`config.mk`:
```
export PLATFORM = sky130hd
export DESIGN_NAME = display_tx_queue
export DESIGN_NICKNAME = d
export VERILOG_FILES = /design/src/rtl/display_tx_queue.sv
export SDC_FILE = /design/constraint.sdc
export NUM_CORES = 1
export LEC_CHECK = 0
export ABC_CLOCK_PERIOD_IN_PS = 2670
export CAP_MARGIN = 20
export CORE_MARGIN = 1.5
export CORE_UTILIZATION = 54
export CTS_CLUSTER_SIZE = 40
export DETAILED_ROUTE_END_ITERATION = 6
export HOLD_SLACK_MARGIN = 0.1
export PLACE_DENSITY = 0.78
export RECOVER_POWER = 50
export SYNTH_ARGS = -nofsm -noshare
export SYNTH_HDL_FRONTEND = slang
export SYNTH_SLANG_ARGS = --single-unit
export TNS_END_PERCENT = 1
```
`constraint.sdc`:
```
create_clock -name clk14 -period 2.67 [get_ports clk14]
set_input_delay 0.4005 -clock clk14 [delete_from_list [all_inputs] [get_ports clk14]]
set_output_delay 0.4005 -clock clk14 [all_outputs]
set_load 0.02 [all_outputs]
```
`src/rtl/display_tx_queue.sv`:
```
// Purpose: queues CPU DSP-register characters and replays them to the display TX port, one strobe at a time.
// Latency: a write into an empty queue strobes the display 2 cycles after it is sampled; strobes are W+2 cycles apart.
// Backpressure: busy (FIFO full) is presented to the CPU; a write while full with no pop is dropped and overflow sticks.
module display_tx_queue #(
    parameter int DEPTH       = 16,
    parameter int ADDR_W      = 4,
    parameter int PACE_CYCLES = 238636,
    parameter int GAP_FAST    = 4,
    parameter int CNT_W       = 18
) (
    input  logic              clk14,
    input  logic              rst,
    input  logic              cpu_we,
    input  logic [7:0]        cpu_din,
    input  logic              fast,
    input  logic              flush,
    output logic              busy,
    output logic [ADDR_W:0]   level,
    output logic              overflow,
    output logic              disp_address,
    output logic              disp_enable,
    output logic              disp_w_en,
    output logic [7:0]        disp_din
);

    typedef enum logic [1:0] {
        S_IDLE,
        S_STROBE,
        S_WAIT
    } state_t;

    // WAIT counts down from length-1 to 0, so a WAIT of W cycles loads W-1.
    localparam logic [CNT_W-1:0]  PACE_LOAD = CNT_W'(PACE_CYCLES - 1);
    localparam logic [CNT_W-1:0]  FAST_LOAD = CNT_W'(GAP_FAST - 1);
    localparam logic [ADDR_W:0]   FULL_LVL  = (ADDR_W + 1)'(DEPTH);

    logic [7:0]        r_mem [DEPTH];
    logic [ADDR_W-1:0] r_wr_ptr;
    logic [ADDR_W-1:0] r_rd_ptr;
    logic [ADDR_W:0]   r_level;
    logic              r_overflow;

    state_t            r_state;
    logic [CNT_W-1:0]  r_cnt;
    logic              r_disp_enable;
    logic              r_disp_w_en;
    logic [7:0]        r_disp_din;

    logic              w_full;
    logic              w_empty;
    logic              w_pop;
    logic              w_push;
    logic              w_drop;

    assign w_full  = (r_level == FULL_LVL);
    assign w_empty = (r_level == '0);

    // IDLE takes the head only from the registered level, so a same-cycle push into an
    // empty queue waits one edge. A pop frees a slot, letting a write at full still land.
    assign w_pop   = (r_state == S_IDLE) && !w_empty && !flush;
    assign w_push  = cpu_we && !flush && (!w_full || w_pop);
    assign w_drop  = cpu_we && !flush && w_full && !w_pop;

    // Character storage; no reset needed since the pointers define what is valid.
    always_ff @(posedge clk14) begin
        if (!rst && w_push) begin
            r_mem[r_wr_ptr] <= cpu_din;
        end
    end

    // Queue pointers, occupancy and the sticky drop flag (flush never touches overflow).
    always_ff @(posedge clk14) begin
        if (rst) begin
            r_wr_ptr   <= '0;
            r_rd_ptr   <= '0;
            r_level    <= '0;
            r_overflow <= 1'b0;
        end else if (flush) begin
            r_wr_ptr   <= '0;
            r_rd_ptr   <= '0;
            r_level    <= '0;
        end else begin
            if (w_push) begin
                r_wr_ptr <= r_wr_ptr + ADDR_W'(1);
            end
            if (w_pop) begin
                r_rd_ptr <= r_rd_ptr + ADDR_W'(1);
            end
            case ({w_push, w_pop})
                2'b10:   r_level <= r_level + (ADDR_W + 1)'(1);
                2'b01:   r_level <= r_level - (ADDR_W + 1)'(1);
                default: r_level <= r_level;
            endcase
            if (w_drop) begin
                r_overflow <= 1'b1;
            end
        end
    end

    // Output pacer: pop -> single strobe -> idle gap, so the display can re-arm between chars.
    always_ff @(posedge clk14) begin
        if (rst) begin
            r_state       <= S_IDLE;
            r_cnt         <= '0;
            r_disp_enable <= 1'b0;
            r_disp_w_en   <= 1'b0;
            r_disp_din    <= 8'h00;
        end else if (flush) begin
            // Abort output; the last character stays on disp_din.
            r_state       <= S_IDLE;
            r_cnt         <= '0;
            r_disp_enable <= 1'b0;
            r_disp_w_en   <= 1'b0;
        end else begin
            case (r_state)
                S_IDLE: begin
                    r_disp_enable <= 1'b0;
                    r_disp_w_en   <= 1'b0;
                    if (w_pop) begin
                        r_disp_din <= r_mem[r_rd_ptr];
                        r_state    <= S_STROBE;
                    end
                end
                S_STROBE: begin
                    r_disp_enable <= 1'b1;
                    r_disp_w_en   <= 1'b1;
                    r_cnt         <= fast ? FAST_LOAD : PACE_LOAD;
                    r_state       <= S_WAIT;
                end
                S_WAIT: begin
                    r_disp_enable <= 1'b0;
                    r_disp_w_en   <= 1'b0;
                    if (r_cnt == '0) begin
                        r_state <= S_IDLE;
                    end else begin
                        r_cnt <= r_cnt - CNT_W'(1);
                    end
                end
                default: begin
                    r_state       <= S_IDLE;
                    r_disp_enable <= 1'b0;
                    r_disp_w_en   <= 1'b0;
                end
            endcase
        end
    end

    assign busy         = w_full;
    assign level        = r_level;
    assign overflow     = r_overflow;
    assign disp_address = 1'b0;
    assign disp_enable  = r_disp_enable;
    assign disp_w_en    = r_disp_w_en;
    assign disp_din     = r_disp_din;

endmodule

```
==> impl_metrics.json <==
{
  "clock_latency_ps": 420,
  "drc_errors": 0,
  "cts.clk_slew.worst_paths_ps": 60,
  "grt_setup_unrepaired": "false",
  "synth_area_leaders": "edfxtp_1, dfxtp_1, mux4_2, nor2_1, a21oi_1",
  "slowest_stage": "or4_4",
  "antenna_left": 0,
  "drt_first_pass_iters": 5,
  "critPathRequiredTime_ps": 2980,
  "crit_family": "simple AND/OR/NAND/NOR gates",
  "muxShareOfSynthArea_pct": 10.7,
  "antenna_cells": 0,
  "dr_total_vias": 4312,
  "cap_violations": 0,
  "placed_cell_area_um2": 7700,
  "r2r_slack_ps": 110,
  "crit_path_max_fanout": 5,
  "vias_per_cell": 6.02,
  "yosysTopAreaCell": "edfxtp_1",
  "finalHoldViolCount": 0,
  "overflow": 0,
  "setup_viol": 0,
  "htree_levels": 4,
  "die_area_um2": 13800,
  "leakagePower_nw": 2.85,
  "yosysWarnings": 0,
  "ioPinCount": 31,
  "initial_core_util_pct": 55.7,
  "synth_top_family_by_area": "multiplexers",
  "slowest_delay_ps": 530,
  "critPathLaunchType": "flip-flop",
  "timing.final.crit_period_ps": 2560,
  "cts_buffer_depth": 2,
  "yosysUniqueCellTypes": 58,
  "crit_type": "flip-flop to flip-flop",
  "syn_to_final_growth_pct": 18.5,
  "synth_edf_count": 128,
  "die_x_um": 117,
  "fin_crit_sh_pct": 95.9,
  "syn_nets": 500,
  "cts_sinks": 171,
  "cts_root_buffer": "clkbuf_16",
  "ys_ff_latch": 171,
  "io_buffers": 29,
  "seq_area_frac_synth_pct": 66.6,
  "synthXorXnorAreaFrac_pct": 1.24,
  "gp_congestion": 0.865,
  "fmax_mhz": 391,
  "cp_cell_sequence": "or4_4 > o21a_1 > nand2_2 > inv_1 > ha_4 > nor2b_1 > o21a_1 > or4_4 > a21oi_2 > nor3b_2",
  "die_y_um": 117,
  "synth_common_cells": "edfxtp_1, nor2_1, dfxtp_1, mux4_2, a21oi_1",
  "cts-hold-fix-buffers": 0,
  "yosys.area_share.simple_pct": 8.61,
  "synth_area_per_cell_um2": 14.8,
  "status": "completed",
  "cts_made_buffers": 17,
  "maxSlewViolCount": 0,
  "maxSlewHeadroom_pct": 49.8,
  "power_density_nw_per_um2": 684,
  "hold_path.class": "flip-flop to flip-flop",
  "skew_ps": 6.25,
  "cts_tree": "built",
  "rows": 41,
  "synth_fa_ha_area_share_pct": 2.06,
  "grt_max_degree": 36,
  "nNetsFinal": 556,
  "grtUsageTotal_pct": 22.5,
  "wl_mm": 14.8,
  "routedWlPerCell_um": 20.6,
  "tightestPinTransition_ps": 752,
  "hpwl_mm": 9.34,
  "arrival_ps": 2870,
  "antenna_found_initial": 0,
  "netlist.area_leader.share_pct": 54.4,
  "fin_area_um2": 8360,
  "synth.most_common_cell": "edfxtp_1",
  "coreArea_um2": 12700,
  "pre_cts_slack_ps": -24.4,
  "synthCells": 476,
  "synth.cell_area_um2": 7060,
  "drt_first_iter_violations": 449,
  "crit_buf_inv": 1,
  "grt_pass1_vias": 4249,
  "endpoint_kind": "flip-flop",
  "ir_worst_vdd_uv": 813,
  "synth_ff_type": "edfxtp_1",
  "async_flop_share_pct": 0,
  "setup_ws_ps": 110,
  "grt_pass1_wl_mm": 23.2,
  "layout-drive-gt1-share_pct": 19.7,
  "synth_compound_area_share_pct": 8.51
}
[layer usage]
| layer | up-vias | track usage, % | part of all wire [%] |
|---|---|---|---|
| li1 | 1963 | - | - |
| met5 | - | 0 | 0 |
| met2 | 154 | 36.8 | 51 |
| met4 | 0 | 8.10 | 1.8 |
| met1 | 2171 | 29.5 | 41 |
| met3 | 24 | 5.35 | 5.9 |
[layout make-up]
type | count | area, µm²
clock buffers | 19 | 433
well taps | 172 | 215
flip-flops and latches | 171 | 4710
inverters | 12 | 45.0
repair buffers | 62 | 531
multi-input cells | 268 | 2240
fillers | 865 | 4310
clock inverters | 12 | 195
[worst reg2reg max path, cell delays in order (launching register included)]
cell and delay (ps):
dfxtp_4 360, or4_4 530, o21a_1 220, nand2_2 90, inv_1 70, ha_4 220, nor2b_1 140, o21a_1 190
or4_4 430, a21oi_2 160, nor3b_2 50
[stage by stage]
step	utilization (%)	hold slack (ps)	TNS [ps]	total power, mW	std cells
after detailed placement	60.8	458	-24.4	3.14	684
after global placement	60.8	439	0	3.13	684
final	66.0	459	0	5.72	716
after floorplan	-	445	0	3.04	476
after CTS	65.7	466	0	5.76	715
after global routing	66.0	484	0	5.87	716
[logic make-up after synthesis]
group,after synthesis
other,1
flip-flops,171
buffers and inverters,37
AND/OR/NAND/NOR,123
multiplexers,35
XOR/XNOR,10
adder cells (fa/ha/maj),11
AO/OA/AOI/OAI,88
[state kept, by name (all words and copies together), names as in the netlist]
signal,flops
r_state,2
r_cnt,18
level,5
disp_din,8
r_rd_ptr,4
r_mem,128
overflow,1
r_wr_ptr,4
disp_w_en,1
[path summary, 6_finish.rpt]
path	from	endpoint	depth (start not counted)
min	overflow$_SDFFE_PP0P_	overflow$_SDFFE_PP0P_	2
max reg2reg	level[0]$_SDFFE_PP0P_	level[4]$_SDFFE_PP0P_	10
min reg2reg	overflow$_SDFFE_PP0P_	overflow$_SDFFE_PP0P_	2
max	level[0]$_SDFFE_PP0P_	level[4]$_SDFFE_PP0P_	10
[cells in the final DEF, fill, tap and decap left out, types with 7 or more instances in the layout]
| cell | Yosys | routed |
|---|---|---|
| nand2_1 | 22 | 21 |
| ha_1 | 10 | 8 |
| or3_1 | 7 | 7 |
| buf_4 | 3 | 30 |
| nor2_1 | 52 | 52 |
| o21ai_0 | 9 | 9 |
| clkbuf_16 | 0 | 17 |
| inv_1 | 12 | 12 |
| dlygate4sd3_1 | 0 | 24 |
| a22oi_1 | 16 | 16 |
| edfxtp_1 | 128 | 128 |
| a21oi_1 | 27 | 26 |
| dfxtp_1 | 43 | 41 |
| mux4_2 | 32 | 32 |
[where the power goes]
part / leakage, nW / internal, mW / total [mW] / switching, mW
Combinational: 1.05 / 0.0848 / 0.212 / 0.127
Sequential: 1.50 / 2.87 / 2.87 / 0.00813
Clock: 0.305 / 1.65 / 2.64 / 0.987
Total: 2.85 / 4.60 / 5.72 / 1.12
[timing repair]
item / CTS / global route
resized for setup: 0 / 7
hold endpoints to repair: 0 / 0
setup buffers: 0 / 1
endpoints found under the setup margin: 0 / 1
(Power assumes the default switching activity.)
==> edit 1: new RTL, same settings <==
Change the parameter `ADDR_W` from 4 to 6.
--- a/src/rtl/display_tx_queue.sv
+++ b/src/rtl/display_tx_queue.sv
@@ -3,7 +3,7 @@
 // Backpressure: busy (FIFO full) is presented to the CPU; a write while full with no pop is dropped and overflow sticks.
 module display_tx_queue #(
     parameter int DEPTH       = 16,
-    parameter int ADDR_W      = 4,
+    parameter int ADDR_W      = 6,
     parameter int PACE_CYCLES = 238636,
     parameter int GAP_FAST    = 4,
     parameter int CNT_W       = 18
Ports: changed (resized level); port bits go from 31 to 33. No check against the original RTL was run, so the function may have changed too.
==> edit 1 against the original RTL <==
Total power fell by 2.8%. Clock skew rose by 0.0025 ns. Final cell count up 7.7%. Worst hold slack improved by 0.026 ns. Sequential cell count grew 2. Synthesized cell count rose by 8.8%. Setup slack improved by 0.011 ns. Synthesized area is 4.6% higher. Design area grew 3.4%. Routed wire length grew 4.5%.
==> edit 1: results (changes against the original RTL) <==
| Metric | Value |
|---|---|
| CP arrival | `2.15 ns (-0.72 ns)` |
| Sequential cell area share | `0.549 (-0.0144)` |
| Post-synthesis register bit count | `173 (+1.2%)` |
| Synth Area in Compound Gates | `0.0796 (-0.00541)` |
| Drt total wl | `15.4 mm (+4.5%)` |
| Placed cells | `739 (+8.0%)` |
| Clock Buffer Count | `17 (-2)` |
| Vias in the first global route | `4554 (+7.2%)` |
| Storage cell area | `4750 um2 (+0.77%)` |
| Largest net degree at the start of global routing | `35 (-2.8%)` |
| Post-synthesis sequential area ratio | `0.643 (-0.0237)` |
| Buffer share of cell area | `0.0634 (-0.0000667)` |
| Via-to-Cell Ratio | `5.96 (-1.1%)` |
| Fraction of area in multi-input gates | `0.289 (+0.0216)` |
| Delay-heaviest family, CP | `buffers and inverters` |
| Ratio of cells with drive above 1 in the final layout | `0.182 (-0.0152)` |
| GRT Util Overall | `0.227 (+0.00276)` |
| Syn_nets | `543 (+8.6%)` |
| Slowest stage delay, CP | `0.61 ns (+0.08 ns)` |
| Peak VDD IR | `0.445 mV (-45%)` |
| Most frequent cells after synthesis | `128 x edfxtp_1, 61 x nor2_1, 45 x dfxtp_1` |
| Placed cell area | `8090 um2 (+5.1%)` |
| Synth top area cells | `edfxtp_1 52%, dfxtp_1 12%, mux4_2 9.2%` |
| Reg2reg start | `r_state[1]` |
| Drt pass-1 iters | `4 (-1)` |
| Sequential cell power | `0.00291 W (+1%)` |
| #MultiIn Comb | `311 (+16%)` |
| Static Leak | `2.98 nW (+4.6%)` |
| Multiplexer share of the synthesized area | `0.111 (+0.00416)` |
| First-pass GRT wire length | `24.2 mm (+4.4%)` |
| Worst slew margin | `0.493 (-0.00502)` |
| Tot Pwr | `0.00556 W (-2.8%)` |
| Post-synthesis adder-cell area fraction | `0.0214 (+0.000796)` |
| Net Sw Power | `0.00124 W (+11%)` |
| Routed met2 length | `7.86 mm (+4.5%)` |
| Outcome | `completed` |
| ClkCell Share | `0.0667 (-0.00841)` |
| Layout filler cell count | `946 (+9.4%)` |
| Non-clk invs | `16 (+4)` |
| Placer Congestion | `0.905 (+4.7%)` |
| Post-Place Worst Slack | `-0.0457 ns (-0.0213 ns)` |
| Signal buffers | `63 (+1.6%)` |
| # nets final | `607 (+9.2%)` |
| Combinational power | `0.000245 W (+16%)` |
| First DRT Iteration DRCs | `385 (-14%)` |
| Met1 WL | `6.54 mm (+7.3%)` |
| Clk_skew | `0.00872 ns (+0.00247 ns)` |
==> edit 1: cell count changes in the layout (fill, tap and decap cells not counted), moves of 6 or more <==
cell / unedited run / this run
a21oi_1: 26 / 17
a221oi_1: 0 / 8
a22o_1: 0 / 7
a22oi_1: 16 / 2
inv_8: 0 / 6
mux2i_1: 2 / 13
nand2b_1: 2 / 12
nor2_1: 52 / 61
nor4_1: 2 / 8
==> edit 1: final timing paths <==
check                                 to  slack (ns)
worst max-delay path                busy        0.12
worst min-delay path            overflow        0.48
worst max register to register  level[6]        0.18
worst min register to register  overflow        0.48
==> edit 1: metal layers <==
| metal | track usage | vias to the layer above |
|---|---|---|
| met5 | 0 | - |
| met1 | 0.290 | 2295 |
| met4 | 0.0863 | 0 |
| met3 | 0.0518 | 24 |
| li1 | - | 2134 |
| met2 | 0.381 | 140 |
==> edit 1: timing repair <==
action | CTS | global route
gates resized for setup | 0 | 3
setup endpoints to repair | 0 | 1
hold buffers | 0 | 0
==> edit 2: new RTL, config.mk and constraints unchanged <==
Without the edit above. Add an input register stage for `cpu_we`, `cpu_din`, `fast` and `flush`, without a reset; this delays them by one clock.
--- a/src/rtl/display_tx_queue.sv
+++ b/src/rtl/display_tx_queue.sv
@@ -34,6 +34,18 @@
     localparam logic [CNT_W-1:0]  FAST_LOAD = CNT_W'(GAP_FAST - 1);
     localparam logic [ADDR_W:0]   FULL_LVL  = (ADDR_W + 1)'(DEPTH);
 
+    logic cpu_we_q;
+    logic [7:0] cpu_din_q;
+    logic fast_q;
+    logic flush_q;
+
+    always_ff @(posedge clk14) begin
+        cpu_we_q  <= cpu_we;
+        cpu_din_q <= cpu_din;
+        fast_q    <= fast;
+        flush_q   <= flush;
+    end
+
     logic [7:0]        r_mem [DEPTH];
     logic [ADDR_W-1:0] r_wr_ptr;
     logic [ADDR_W-1:0] r_rd_ptr;
@@ -57,14 +69,14 @@
 
     // IDLE takes the head only from the registered level, so a same-cycle push into an
     // empty queue waits one edge. A pop frees a slot, letting a write at full still land.
-    assign w_pop   = (r_state == S_IDLE) && !w_empty && !flush;
-    assign w_push  = cpu_we && !flush && (!w_full || w_pop);
-    assign w_drop  = cpu_we && !flush && w_full && !w_pop;
+    assign w_pop   = (r_state == S_IDLE) && !w_empty && !flush_q;
+    assign w_push  = cpu_we_q && !flush_q && (!w_full || w_pop);
+    assign w_drop  = cpu_we_q && !flush_q && w_full && !w_pop;
 
     // Character storage; no reset needed since the pointers define what is valid.
     always_ff @(posedge clk14) begin
         if (!rst && w_push) begin
-            r_mem[r_wr_ptr] <= cpu_din;
+            r_mem[r_wr_ptr] <= cpu_din_q;
         end
     end
 
@@ -75,7 +87,7 @@
             r_rd_ptr   <= '0;
             r_level    <= '0;
             r_overflow <= 1'b0;
-        end else if (flush) begin
+        end else if (flush_q) begin
             r_wr_ptr   <= '0;
             r_rd_ptr   <= '0;
             r_level    <= '0;
@@ -105,7 +117,7 @@
             r_disp_enable <= 1'b0;
             r_disp_w_en   <= 1'b0;
             r_disp_din    <= 8'h00;
-        end else if (flush) begin
+        end else if (flush_q) begin
             // Abort output; the last character stays on disp_din.
             r_state       <= S_IDLE;
             r_cnt         <= '0;
@@ -124,7 +136,7 @@
                 S_STROBE: begin
                     r_disp_enable <= 1'b1;
                     r_disp_w_en   <= 1'b1;
-                    r_cnt         <= fast ? FAST_LOAD : PACE_LOAD;
+                    r_cnt         <= fast_q ? FAST_LOAD : PACE_LOAD;
                     r_state       <= S_WAIT;
                 end
                 S_WAIT: begin
Behaviour: not the same (a bounded check fails within 4 cycles, from zero or initial values and one cycle with rst high).
==> edit 2 against the original RTL <==
Sequential cell count rose by 11. Synthesized area rose by 5.3%. Synthesized cell count rose by 5.9%. Global-route usage rose by 0.25 points. Routed wire length rose by 4.8%. Setup slack improved by 0.019 ns. Largest cell class unchanged. Total power fell by 0.50%. Combinational power fell by 19%. Design area rose by 3.3%.
==> edit 2: results (changes against the original RTL) <==
| Metric | Value |
|---|---|
| Outcome | `completed` |
| First-pass GRT wire length | `24.3 mm (+4.8%)` |
| #MultiIn Comb | `282 (+5.2%)` |
| Buffer share of cell area | `0.0592 (-0.00420)` |
| Placed cell area | `8060 um2 (+4.7%)` |
| Clk root buf | `clkbuf_16` |
| Signal buffers | `59 (-4.8%)` |
| Most frequent cells after synthesis | `128 x edfxtp_1, 60 x nor2_1, 54 x dfxtp_1` |
| M3 GR Usage | `0.0509 (-0.00256)` |
| Power Dens Cells | `659 nW/um2 (-3.7%)` |
| Post-Place Worst Slack | `0.168 ns (+0.192 ns)` |
| Post-synthesis async set-or-reset flop share | `0 (unchanged)` |
| Met1 WL | `6.43 mm (+5.5%)` |
| Worst path setup slack after routing | `0.129 ns (+0.0188 ns)` |
| Post-synthesis sequential area ratio | `0.663 (-0.00369)` |
| Distinct cells, synth | `54 (-6.9%)` |
| CP arrival | `2.90 ns (+0.03 ns)` |
| Area of the multi-input gates | `2360 um2 (+5.4%)` |
| Crit path from | `r_cnt[8]` |
| Syn Inst Count | `504 (+5.9%)` |
| Clk_skew | `0.0114 ns (+0.00514 ns)` |
| R2R Path End | `r_cnt[13]` |
| Synth top area cells | `edfxtp_1 52%, dfxtp_1 15%, mux4_2 9.7%` |
| Sequential cell area share | `0.570 (+0.00703)` |
| Slowest stage delay, CP | `0.64 ns (+0.11 ns)` |
| Met1 GRT Util | `0.306 (+0.0110)` |
| Via-to-Cell Ratio | `6.11 (+1.4%)` |
| Crit Path Max Fanout | `8 (+3)` |
| Placer Congestion | `0.878 (+1.5%)` |
| Met2 Usage GRT | `0.371 (+0.00233)` |
| ClkCell Share | `0.0678 (-0.00733)` |
| First DRT Iteration DRCs | `509 (+13%)` |
| # nets final | `577 (+3.8%)` |
| Placed cells | `710 (+3.8%)` |
| Worst slew margin | `0.457 (-0.0407)` |
| Syn_nets | `528 (+5.6%)` |
| WHS Endpoint | `disp_din[4]` |
| Via count | `4533 (+5.1%)` |
| Worst hold slack | `0.487 ns (+0.0274 ns)` |
| Static Leak | `2.99 nW (+4.9%)` |
| GRT Util Overall | `0.227 (+0.00252)` |
| Hold path startpoint | `disp_din[4]` |
| Layout filler cell count | `939 (+8.6%)` |
| Post-synth EDFFs | `128 (unchanged)` |
| Vias in the first global route | `4427 (+4.2%)` |
| Area growth syn-to-layout | `16.3%` |
| Final core area utilization | `0.647 (-0.0128)` |
| Worst min path class | `reg2reg` |
| Post-synthesis register bit count | `182 (+6.4%)` |
| Dpl hpwl | `9.64 mm (+3.2%)` |
| Clock Buffer Count | `18 (-1)` |
| Met3 wire length | `1.03 mm (+19%)` |
| DR WL/cell | `20.8 um (+1.1%)` |
| Peak VDD IR | `0.500 mV (-38%)` |
| Reg2reg path depth | `5 (-5)` |
| Crit path max-delay cell type | `or4_1` |
| Ratio of cells with drive above 1 in the final layout | `0.193 (-0.00411)` |
| Routed met2 length | `7.78 mm (+3.3%)` |
[edit 2: cell types whose count changed in the layout (fill, tap and decap cells not counted), moves of 8 or more]
cell      delta
a22oi_1     -16
a21oi_1     -10
a22o_1       +8
a221oi_1    +10
nand2b_1    +11
o22ai_1      +9
nor2_1       +8
dfxtp_1     +12
[edit 2: kinds of logic after synthesis]
logic type	Yosys count	share of synthesized area
DFF	182	0.663
and+or+nand+nor	135	0.0911
AOI/OAI and AO/OA	84	0.0842
buffers and inverters	40	0.0219
muxes	37	0.104
xor gates and xnor gates	14	0.0165
adders and majority gates	11	0.0195
other	1	0.000505
[edit 2: power breakdown]
| group | leakage [nW] | internal [W] | switching, W |
|---|---|---|---|
| clock | 0.286 | 0.00133 | 0.00112 |
| combinational | 1.11 | 0.0000786 | 0.0000926 |
| sequential | 1.59 | 0.00303 | 0.0000380 |
[edit 2: worst max-delay path: cells and delay by family, from the launching register on]
family	cells	cell delay (ns)
and+or+nand+nor	2	1.27
AOI/OAI and AO/OA	3	0.86
DFF	1	0.35
